[src/rtl/uart_rgb_cmd.sv]
// ASCII brightness command parser (<C><H><H><CR|LF>) driving three PWM
// channels, with a one-byte 'K'/'E' reply toward the UART transmitter.
module uart_rgb_cmd #(
  parameter int PWM_BITS    = 8,
  parameter int CMD_TIMEOUT = 12000000
) (
  input  logic                clk,
  input  logic                rst,
  input  logic [7:0]          rx_data,
  input  logic                rx_valid,
  output logic [7:0]          tx_data,
  output logic                tx_valid,
  input  logic                tx_ready,
  output logic                pwm_red,
  output logic                pwm_green,
  output logic                pwm_blue,
  output logic [PWM_BITS-1:0] duty_red,
  output logic [PWM_BITS-1:0] duty_green,
  output logic [PWM_BITS-1:0] duty_blue,
  output logic                cmd_err,
  output logic [2:0]          dbg_state
);

  localparam int TW = $clog2(CMD_TIMEOUT + 1);
  localparam logic [7:0] ACK_K = 8'h4B;
  localparam logic [7:0] ACK_E = 8'h45;

  typedef enum logic [2:0] {
    S_IDLE    = 3'd0,
    S_HI      = 3'd1,
    S_LO      = 3'd2,
    S_TERM    = 3'd3,
    S_DISCARD = 3'd4
  } state_t;

  state_t                     state_q, state_d;
  logic [2:0]                 sel_q, sel_d;     // bit0 red, bit1 green, bit2 blue
  logic [7:0]                 val_q, val_d;
  logic [TW-1:0]              tmo_q, tmo_d;
  logic [2:0][PWM_BITS-1:0]   shadow_q, shadow_d;
  logic [2:0][PWM_BITS-1:0]   duty_q, duty_d;
  logic [PWM_BITS-1:0]        cnt_q, cnt_d;
  logic [2:0]                 pwm_q, pwm_d;
  logic [7:0]                 tx_data_q, tx_data_d;
  logic                       tx_valid_q, tx_valid_d;
  logic                       cmd_err_q, cmd_err_d;
  logic                       ok, err;

  function automatic logic is_term(input logic [7:0] b);
    return (b == 8'h0D) || (b == 8'h0A);
  endfunction

  function automatic logic is_hex(input logic [7:0] b);
    return (b >= 8'h30 && b <= 8'h39) || (b >= 8'h41 && b <= 8'h46) ||
           (b >= 8'h61 && b <= 8'h66);
  endfunction

  // Letters A-F/a-f have low nibble 1..6, so adding 9 yields 10..15.
  function automatic logic [3:0] hex_val(input logic [7:0] b);
    return (b <= 8'h39) ? b[3:0] : b[3:0] + 4'd9;
  endfunction

  function automatic logic [2:0] chan_mask(input logic [7:0] b);
    case (b)
      8'h52, 8'h72: return 3'b001;
      8'h47, 8'h67: return 3'b010;
      8'h42, 8'h62: return 3'b100;
      8'h57, 8'h77: return 3'b111;
      default:      return 3'b000;
    endcase
  endfunction

  always_comb begin
    state_d  = state_q;
    sel_d    = sel_q;
    val_d    = val_q;
    tmo_d    = tmo_q;
    shadow_d = shadow_q;
    ok       = 1'b0;
    err      = 1'b0;
    if (rx_valid) begin
      tmo_d = '0;
      case (state_q)
        S_IDLE: begin
          if (chan_mask(rx_data) != 3'b000) begin
            sel_d   = chan_mask(rx_data);
            state_d = S_HI;
          end else if (!is_term(rx_data)) begin
            err     = 1'b1;
            state_d = S_DISCARD;
          end
        end
        S_HI: begin
          if (is_hex(rx_data)) begin
            val_d[7:4] = hex_val(rx_data);
            state_d    = S_LO;
          end else begin
            err     = 1'b1;
            state_d = is_term(rx_data) ? S_IDLE : S_DISCARD;
          end
        end
        S_LO: begin
          if (is_hex(rx_data)) begin
            val_d[3:0] = hex_val(rx_data);
            state_d    = S_TERM;
          end else begin
            err     = 1'b1;
            state_d = is_term(rx_data) ? S_IDLE : S_DISCARD;
          end
        end
        S_TERM: begin
          if (is_term(rx_data)) begin
            ok      = 1'b1;
            state_d = S_IDLE;
            for (int i = 0; i < 3; i++) begin
              if (sel_q[i]) shadow_d[i] = PWM_BITS'(val_q);
            end
          end else begin
            err     = 1'b1;
            state_d = S_DISCARD;
          end
        end
        S_DISCARD: if (is_term(rx_data)) state_d = S_IDLE;
        default:   state_d = S_IDLE;
      endcase
    end else if (state_q == S_HI || state_q == S_LO || state_q == S_TERM) begin
      if (tmo_q == TW'(CMD_TIMEOUT - 1)) begin
        err     = 1'b1;
        state_d = S_IDLE;
        tmo_d   = '0;
      end else begin
        tmo_d = tmo_q + TW'(1);
      end
    end
  end

  // Reply handshake: a byte moves on a cycle where tx_valid && tx_ready.
  // tx_data is frozen while tx_valid is high and unaccepted; a newer reply
  // replaces the pending one (latest wins), even in the accept cycle.
  always_comb begin
    tx_valid_d = tx_valid_q;
    tx_data_d  = tx_data_q;
    cmd_err_d  = err;
    if (ok) begin
      tx_valid_d = 1'b1;
      tx_data_d  = ACK_K;
    end else if (err) begin
      tx_valid_d = 1'b1;
      tx_data_d  = ACK_E;
    end else if (tx_valid_q && tx_ready) begin
      tx_valid_d = 1'b0;
    end
  end

  // Duty reload on the last count keeps each PWM period glitch-free; the
  // compare uses next-cycle counter/duty so the registered output lines up.
  always_comb begin
    cnt_d  = cnt_q + PWM_BITS'(1);
    duty_d = (cnt_q == '1) ? shadow_d : duty_q;
    for (int i = 0; i < 3; i++) pwm_d[i] = (cnt_d < duty_d[i]);
  end

  always_ff @(posedge clk or posedge rst) begin
    if (rst) begin
      state_q    <= S_IDLE;
      sel_q      <= '0;
      val_q      <= '0;
      tmo_q      <= '0;
      shadow_q   <= '0;
      duty_q     <= '0;
      cnt_q      <= '0;
      pwm_q      <= '0;
      tx_data_q  <= '0;
      tx_valid_q <= 1'b0;
      cmd_err_q  <= 1'b0;
    end else begin
      state_q    <= state_d;
      sel_q      <= sel_d;
      val_q      <= val_d;
      tmo_q      <= tmo_d;
      shadow_q   <= shadow_d;
      duty_q     <= duty_d;
      cnt_q      <= cnt_d;
      pwm_q      <= pwm_d;
      tx_data_q  <= tx_data_d;
      tx_valid_q <= tx_valid_d;
      cmd_err_q  <= cmd_err_d;
    end
  end

  assign tx_data    = tx_data_q;
  assign tx_valid   = tx_valid_q;
  assign cmd_err    = cmd_err_q;
  assign pwm_red    = pwm_q[0];
  assign pwm_green  = pwm_q[1];
  assign pwm_blue   = pwm_q[2];
  assign duty_red   = duty_q[0];
  assign duty_green = duty_q[1];
  assign duty_blue  = duty_q[2];
  assign dbg_state  = state_q;

endmodule

[config.mk]
export PLATFORM = sky130hd
export DESIGN_NAME = uart_rgb_cmd
export DESIGN_NICKNAME = d
export VERILOG_FILES = /design/src/rtl/uart_rgb_cmd.sv
export SDC_FILE = /design/constraint.sdc
export NUM_CORES = 1
export LEC_CHECK = 0
export ABC_CLOCK_PERIOD_IN_PS = 3040
export CORE_MARGIN = 4
export CORE_UTILIZATION = 40
export CTS_CLUSTER_SIZE = 24
export DETAILED_ROUTE_END_ITERATION = 10
export PLACE_DENSITY = 0.62
export SLEW_MARGIN = 10
export SYNTH_ARGS = -nofsm -noshare
export SYNTH_HDL_FRONTEND = slang
export SYNTH_SLANG_ARGS = --single-unit
[constraint.sdc]
create_clock -name clk -period 3.04 [get_ports clk]
set_clock_uncertainty 0.05 [all_clocks]
set_input_delay 0.304 -clock clk [delete_from_list [all_inputs] [get_ports clk]]
set_output_delay 0.304 -clock clk [all_outputs]
set_load 0.05 [all_outputs]
## Word-level counts from Yosys, hierarchy flattened

Cells that the tools add are included.

| word-level totals | value |
|---|---|
| bits in registers | 107 |
| bits of input ports | 12 |
| output and inout bits | 40 |
| logic and storage cells | 109 |

| operators by class | value |
|---|---|
| add/sub/neg operators | 3 |
| magnitude comparators | 9 |
| eq/ne operators | 18 |
| mux-type cells | 39 |
| reduce and logical (&&, ||, !) cells | 24 |

Operator list:

| operator | number |
|---|---|
| $mux W24 | 7 |
| $eq A8 B7 Y1 const B | 8 |
| $mux W8 | 5 |
| $mux W3 | 11 |
| $add A24 B1 Y24 const B | 1 |
| $eq A24 B24 Y1 const B | 1 |
| $lt A8 B8 Y1 | 3 |
| $eq A8 B4 Y1 const B | 2 |
| $ge A8 B7 Y1 const B | 2 |
| $le A8 B7 Y1 const B | 2 |
| $pmux W3 S5 | 1 |
| $mux W1 | 12 |
| $pmux W3 S4 | 1 |
| $reduce_or A2 Y1 | 5 |
| $reduce_and A3 Y1 | 3 |
| $add A8 B1 Y8 const B | 1 |
| $eq A8 B8 Y1 const B | 1 |
| $ge A8 B6 Y1 const B | 1 |
| $le A8 B6 Y1 const B | 1 |
| $eq A3 B2 Y1 const B | 2 |
| $reduce_bool A2 Y1 | 3 |
| $reduce_bool A3 Y1 | 2 |
| $logic_or A1 B1 Y1 | 5 |
| $add A4 B4 Y4 const B | 1 |
| 9 further kinds | 12 |

## Logic depth before layout (Yosys ltp)

| logic depth | value |
|---|---|
| word-level depth | 11 |
| depth in mapped cells | 13 |
| depth with buffers taken out | 13 |

## Worst setup path before layout

OpenSTA, ideal clock, no wires.

| path | value |
|---|---|
| path kind | reg2reg |
| start | reg state_q[0], in the netlist dbg_state[0] |
| end | reg pwm_q[1] |
| data arrival time | 3043 ps |
| data required time | 2924 ps |
| path slack | -119 ps |
| stages on the path, launching flop included | 13 |
| path buffers | 1 |
| period minus slack after synthesis | 3159 ps |
| path through | dfrtp_1 > clkbuf_1 > nand3b_1 > nor4_4 > nand2_4 > mux2_4 > mux2i_1 > ha_1 > a21o_1 > a21o_1 > a21oi_1 > o31a_1 > a41o_1 |

RTL lines:

| element | RTL line | source |
|---|---|---|
| from (decl) | 36 | `state_t state_q, state_d;` |
| from (signal assigned) | 177 | `state_q <= state_d;` |
| to (signal assigned) | 184 | `pwm_q <= pwm_d;` |
| to (decl) | 43 | `logic [2:0] pwm_q, pwm_d;` |

## Final worst setup path

| path | value |
|---|---|
| start | in rx_data[1] |
| end | reg pwm_q[0] |

| between the ends | value |
|---|---|
| longest elaborated chain between the ends | 7 |
| elaborated cells between the ends (all ways) | 8 |

RTL lines:

| element | RTL line | source |
|---|---|---|
| from (decl) | 9 | `input logic [7:0] rx_data,` |
| $eq A8 B4 Y1 | 50 | `return (b == 8'h0D) \|\| (b == 8'h0A);` |
| $logic_or A1 B1 Y1 (*) | 50 |  |
| $mux W24 (*) | 112 | `if (is_term(rx_data)) begin` |
| $mux W24 (*) | 83 | `case (state_q)` |
| $mux W24 (*) | 81 | `if (rx_valid) begin` |
| $mux W24 (*) | 159 | `duty_d = (cnt_q == '1) ? shadow_d : duty_q;` |
| $lt A8 B8 Y1 (*) | 160 | `for (int i = 0; i < 3; i++) pwm_d[i] = (cnt_d < duty_d[i]);` |
| named net pwm_d[0] | 43 |  |

The timed path passes the listed nets; every way through them passes the cells marked *.
A chain may end at the register's enable or synchronous reset.

==> results_dict.tcl <==
set metrics [dict create \
    outcome "completed" \
    finalWirelength_mm 12.86 \
    path_clk_slew_ns 0.07 \
    nets 652 \
    place_area_sq_um 6565 \
    avgViaCountPerCell 5.192 \
    drive_above_1_share_pct 22.40 \
    ys.warnings.count 0 \
    coreArea_sq_um 13300 \
    synth_compound_area_share_pct 11.08 \
    setup.worst_path.end_class "register" \
    areaGrowthSynthToFinish_pct 28.01 \
    ys_ff_latch 102 \
    first_iter_violations 222 \
    max_freq_mhz 348.4 \
    worstMarginPinSlew_ns 0.5859 \
    gp_congestion 0.8431 \
    synth.area.mux_share_pct 11.56 \
    synth-xor-area-share_pct 4.168 \
    arrival_ns 3.05 \
    grt_pass1_vias 4233 \
    cts_sinks 102 \
    tns_ns 0 \
    slew_violations 0 \
    period_needed_ns 2.870 \
    hold_viol 0 \
    initial_core_util_pct 41.10 \
    port_buffers 48 \
    grt_max_degree 38 \
    rows 42 \
    num_antenna_cells 0 \
    critPathRequiredTime_ns 3.22 \
    drc_errors 0 \
    root_buffer "clkbuf_16" \
    yosys.area_share.adder_pct 6.412 \
    numPlacedInstances 773 \
    synth_async_sr_flop_share_pct 100.0 \
    powerDensity_nw_per_um2 417.6 \
    slew_headroom_pct 60.66 \
    startpoint_type "input port" \
    clk_path_buf_depth 2 \
    grt_pass1_wl_mm 21.26 \
    peakVddDrop_uv 300.3 \
    cts_made_buffers 9 \
    syn_area_per_cell_sq_um 10.78 \
    worstHoldPathType "in -> async" \
    layout.cells.non_filler 792 \
    vias 4112 \
    syn_area_sq_um 5464 \
    dieArea_sq_um 15590 \
    dieHeight_microns 124.9 \
    die_x_microns 124.9 \
    grt_util_all_layers_pct 16.75 \
    dr.pass1.iters 4 \
    power.leakage_nw 3.525 \
    fin_crit_sh_pct 94.42 \
    maxCapViolations 0 \
    synthCells 507 \
    ant_nets 0 \
    synthSimpleGateAreaFrac_pct 15.04 \
    finalSetupViolCount 0 \
    wl_per_cell_microns 16.24 \
    ys.flop_type "dfrtp_1" \
    critPathKind "in -> reg" \
    stdcell_area_sq_um 6994 \
    antenna_found_initial 0 \
    io_pins 52 \
    hold_buffers 0 \
    synthDistinctLibCells 66 \
    cp_max_fo 7 \
    ys_seq_area_share_pct 46.71 \
    htreeDepth 3 \
    dp_hpwl_mm 9.395 \
    synth_edf_count 0 \
    grt-ovfl-total 0 \
    synth_top_family_by_area "simple AND/OR/NAND/NOR gates" \
    clk-insertion-delay-late_ns 0.35 \
    cts_tree "built" \
]
synth_stat cells, types with 3 or more instances:
master      n  area, sq um
nor2_1     50        187.7
nand2_1    21        78.83
nand3_1    15        75.07
mux2i_1    23        230.2
nor3_1      6        30.03
ha_1       28        350.3
xor2_1     12        105.1
clkbuf_1    7        26.28
nand2b_1    3        18.77
o21a_1      3        22.52
and3_1      7        43.79
buf_4       6        45.04
dfrtp_1   102         2552
a21oi_1    14        70.07
a21o_1     21        157.7
nor4_1      4        25.02
and2_1      4        25.02
o21ai_0     7        35.03
buf_2       3        15.01
o31a_1      3        26.28
a41o_1      5        50.05
a211oi_1    5        37.54
mux2_4     14        210.2
mux2_2     17        191.4
xnor2_1    14        122.6
o21bai_1    3        22.52
nor2b_1     3        18.77
buf_1       4        15.01
inv_1      45        168.9
nor4bb_1    3        30.03
nand4_1    11        68.82
nor3b_1     3        22.52
cell usage in the layout (no fill, tap or decap), types with 6 or more instances in the layout:
| cell | count |
|---|---|
| mux2i_2 | 7 |
| a21oi_1 | 12 |
| xor2_1 | 12 |
| o21ai_0 | 7 |
| inv_1 | 44 |
| dfrtp_1 | 101 |
| clkbuf_16 | 9 |
| nor2_1 | 50 |
| mux2_2 | 17 |
| nand2_1 | 21 |
| nand4_1 | 11 |
| xnor2_1 | 14 |
| nor3_1 | 6 |
| and3_1 | 6 |
| mux2_4 | 14 |
| a21o_1 | 21 |
| buf_4 | 61 |
| clkdlybuf4s50_1 | 43 |
| mux2i_1 | 16 |
| ha_1 | 28 |
| nand3_1 | 15 |
flip-flops by register name, indices dropped and copies added, names as in the netlist:
name        count
val_q           8
cnt_q           8
shadow_q       24
duty_blue       8
sel_q           3
cmd_err         1
duty_green      8
dbg_state       3
tx_valid        1
tmo_q          24
duty_red        8
tx_data         3
pwm_q           3
routing by layer:
layer	share of wire [%]	up-vias	wire, microns	track usage, %
li1	-	2006	-	-
met1	50	2019	6393	23.48
met2	46	75	5954	26.02
met3	3.0	12	380	3.688
met4	1.0	0	131	5.166
met5	0	-	0	0
cells by family (layout without fill, tap and decap cells):
family	after synthesis	after routing
and+or+nand+nor	149	149
DFF	102	102
AOI/OAI and AO/OA	82	82
buffers and inverters	65	172
muxes	54	54
adders and majority gates	28	28
xor gates and xnor gates	26	26
other	1	3
worst paths after layout:
path	from	endpoint	slack, ns	cells past startpoint
worst max-delay path	rx_data[1]	pwm_q[0]$_DFF_PP0_	0.17	13
worst min-delay path	rst	duty_red[1]$_DFF_PP0_	0.18	2
worst max register to register	cnt_q[1]$_DFF_PP0_	pwm_q[1]$_DFF_PP0_	0.31	11
worst min register to register	tx_valid$_DFFE_PP0P_	tx_valid$_DFFE_PP0P_	0.44	2
max in group asynchronous	rst	tx_data[0]$_DFFE_PP0P_	2.05	3
min in group clk	rx_data[4]	sel_q[0]$_DFFE_PP0P_	0.41	3
through the flow:
step | total power [mW] | hold slack, ns | utilization, % | worst slack (ns)
3_3_place_gp | 1.692 | 0.4200 | 49.38 | -0.3108
6_report | 2.921 | 0.1796 | 52.61 | 0.1695
4_1_cts | 2.960 | 0.1655 | 51.84 | 0.009417
2_1_floorplan | 1.592 | 0.4016 | - | -0.05548
3_5_place_dp | 1.695 | 0.4272 | 49.38 | -0.4497
5_1_grt | 3.042 | 0.1831 | 52.61 | -0.01148
layout make-up:
class                           count  area (sq um)
Fill cell                        1166          6301
Multi-Input combinational cell    342          2718
Sequential cell                   102          2554
Timing Repair Buffer              112          1011
Clock buffer                        9         225.2
Tap cell                          176         220.2
Inverter                           45         172.7
Clock inverter                      6         93.84
report_power, final:
group | total (mW) | switching, mW | internal [mW]
clock network | 1.25 | 0.526 | 0.728
logic | 0.281 | 0.179 | 0.103
registers | 1.39 | 0.0120 | 1.37
total | 2.92 | 0.717 | 2.20
critical path: stages:
cell             delay [ns]
clkdlybuf4s50_1        0.53
inv_1                  0.08
ha_1                   0.21
mux2_2                 0.33
nand4_2                0.15
buf_12                 0.15
mux2i_2                0.09
a21o_1                 0.21
ha_1                   0.32
a211oi_2               0.08
nor2b_1                0.13
o31a_1                 0.24
a41o_1                 0.22
timing repair:
action | 4_1_cts | 5_1_grt
pin swaps | 1 | 6
buffers inserted | 1 | 3
setup endpoints to repair | 1 | 3
gates resized for setup | 0 | 20
Note: power is estimated with default switching activity, not from simulation.
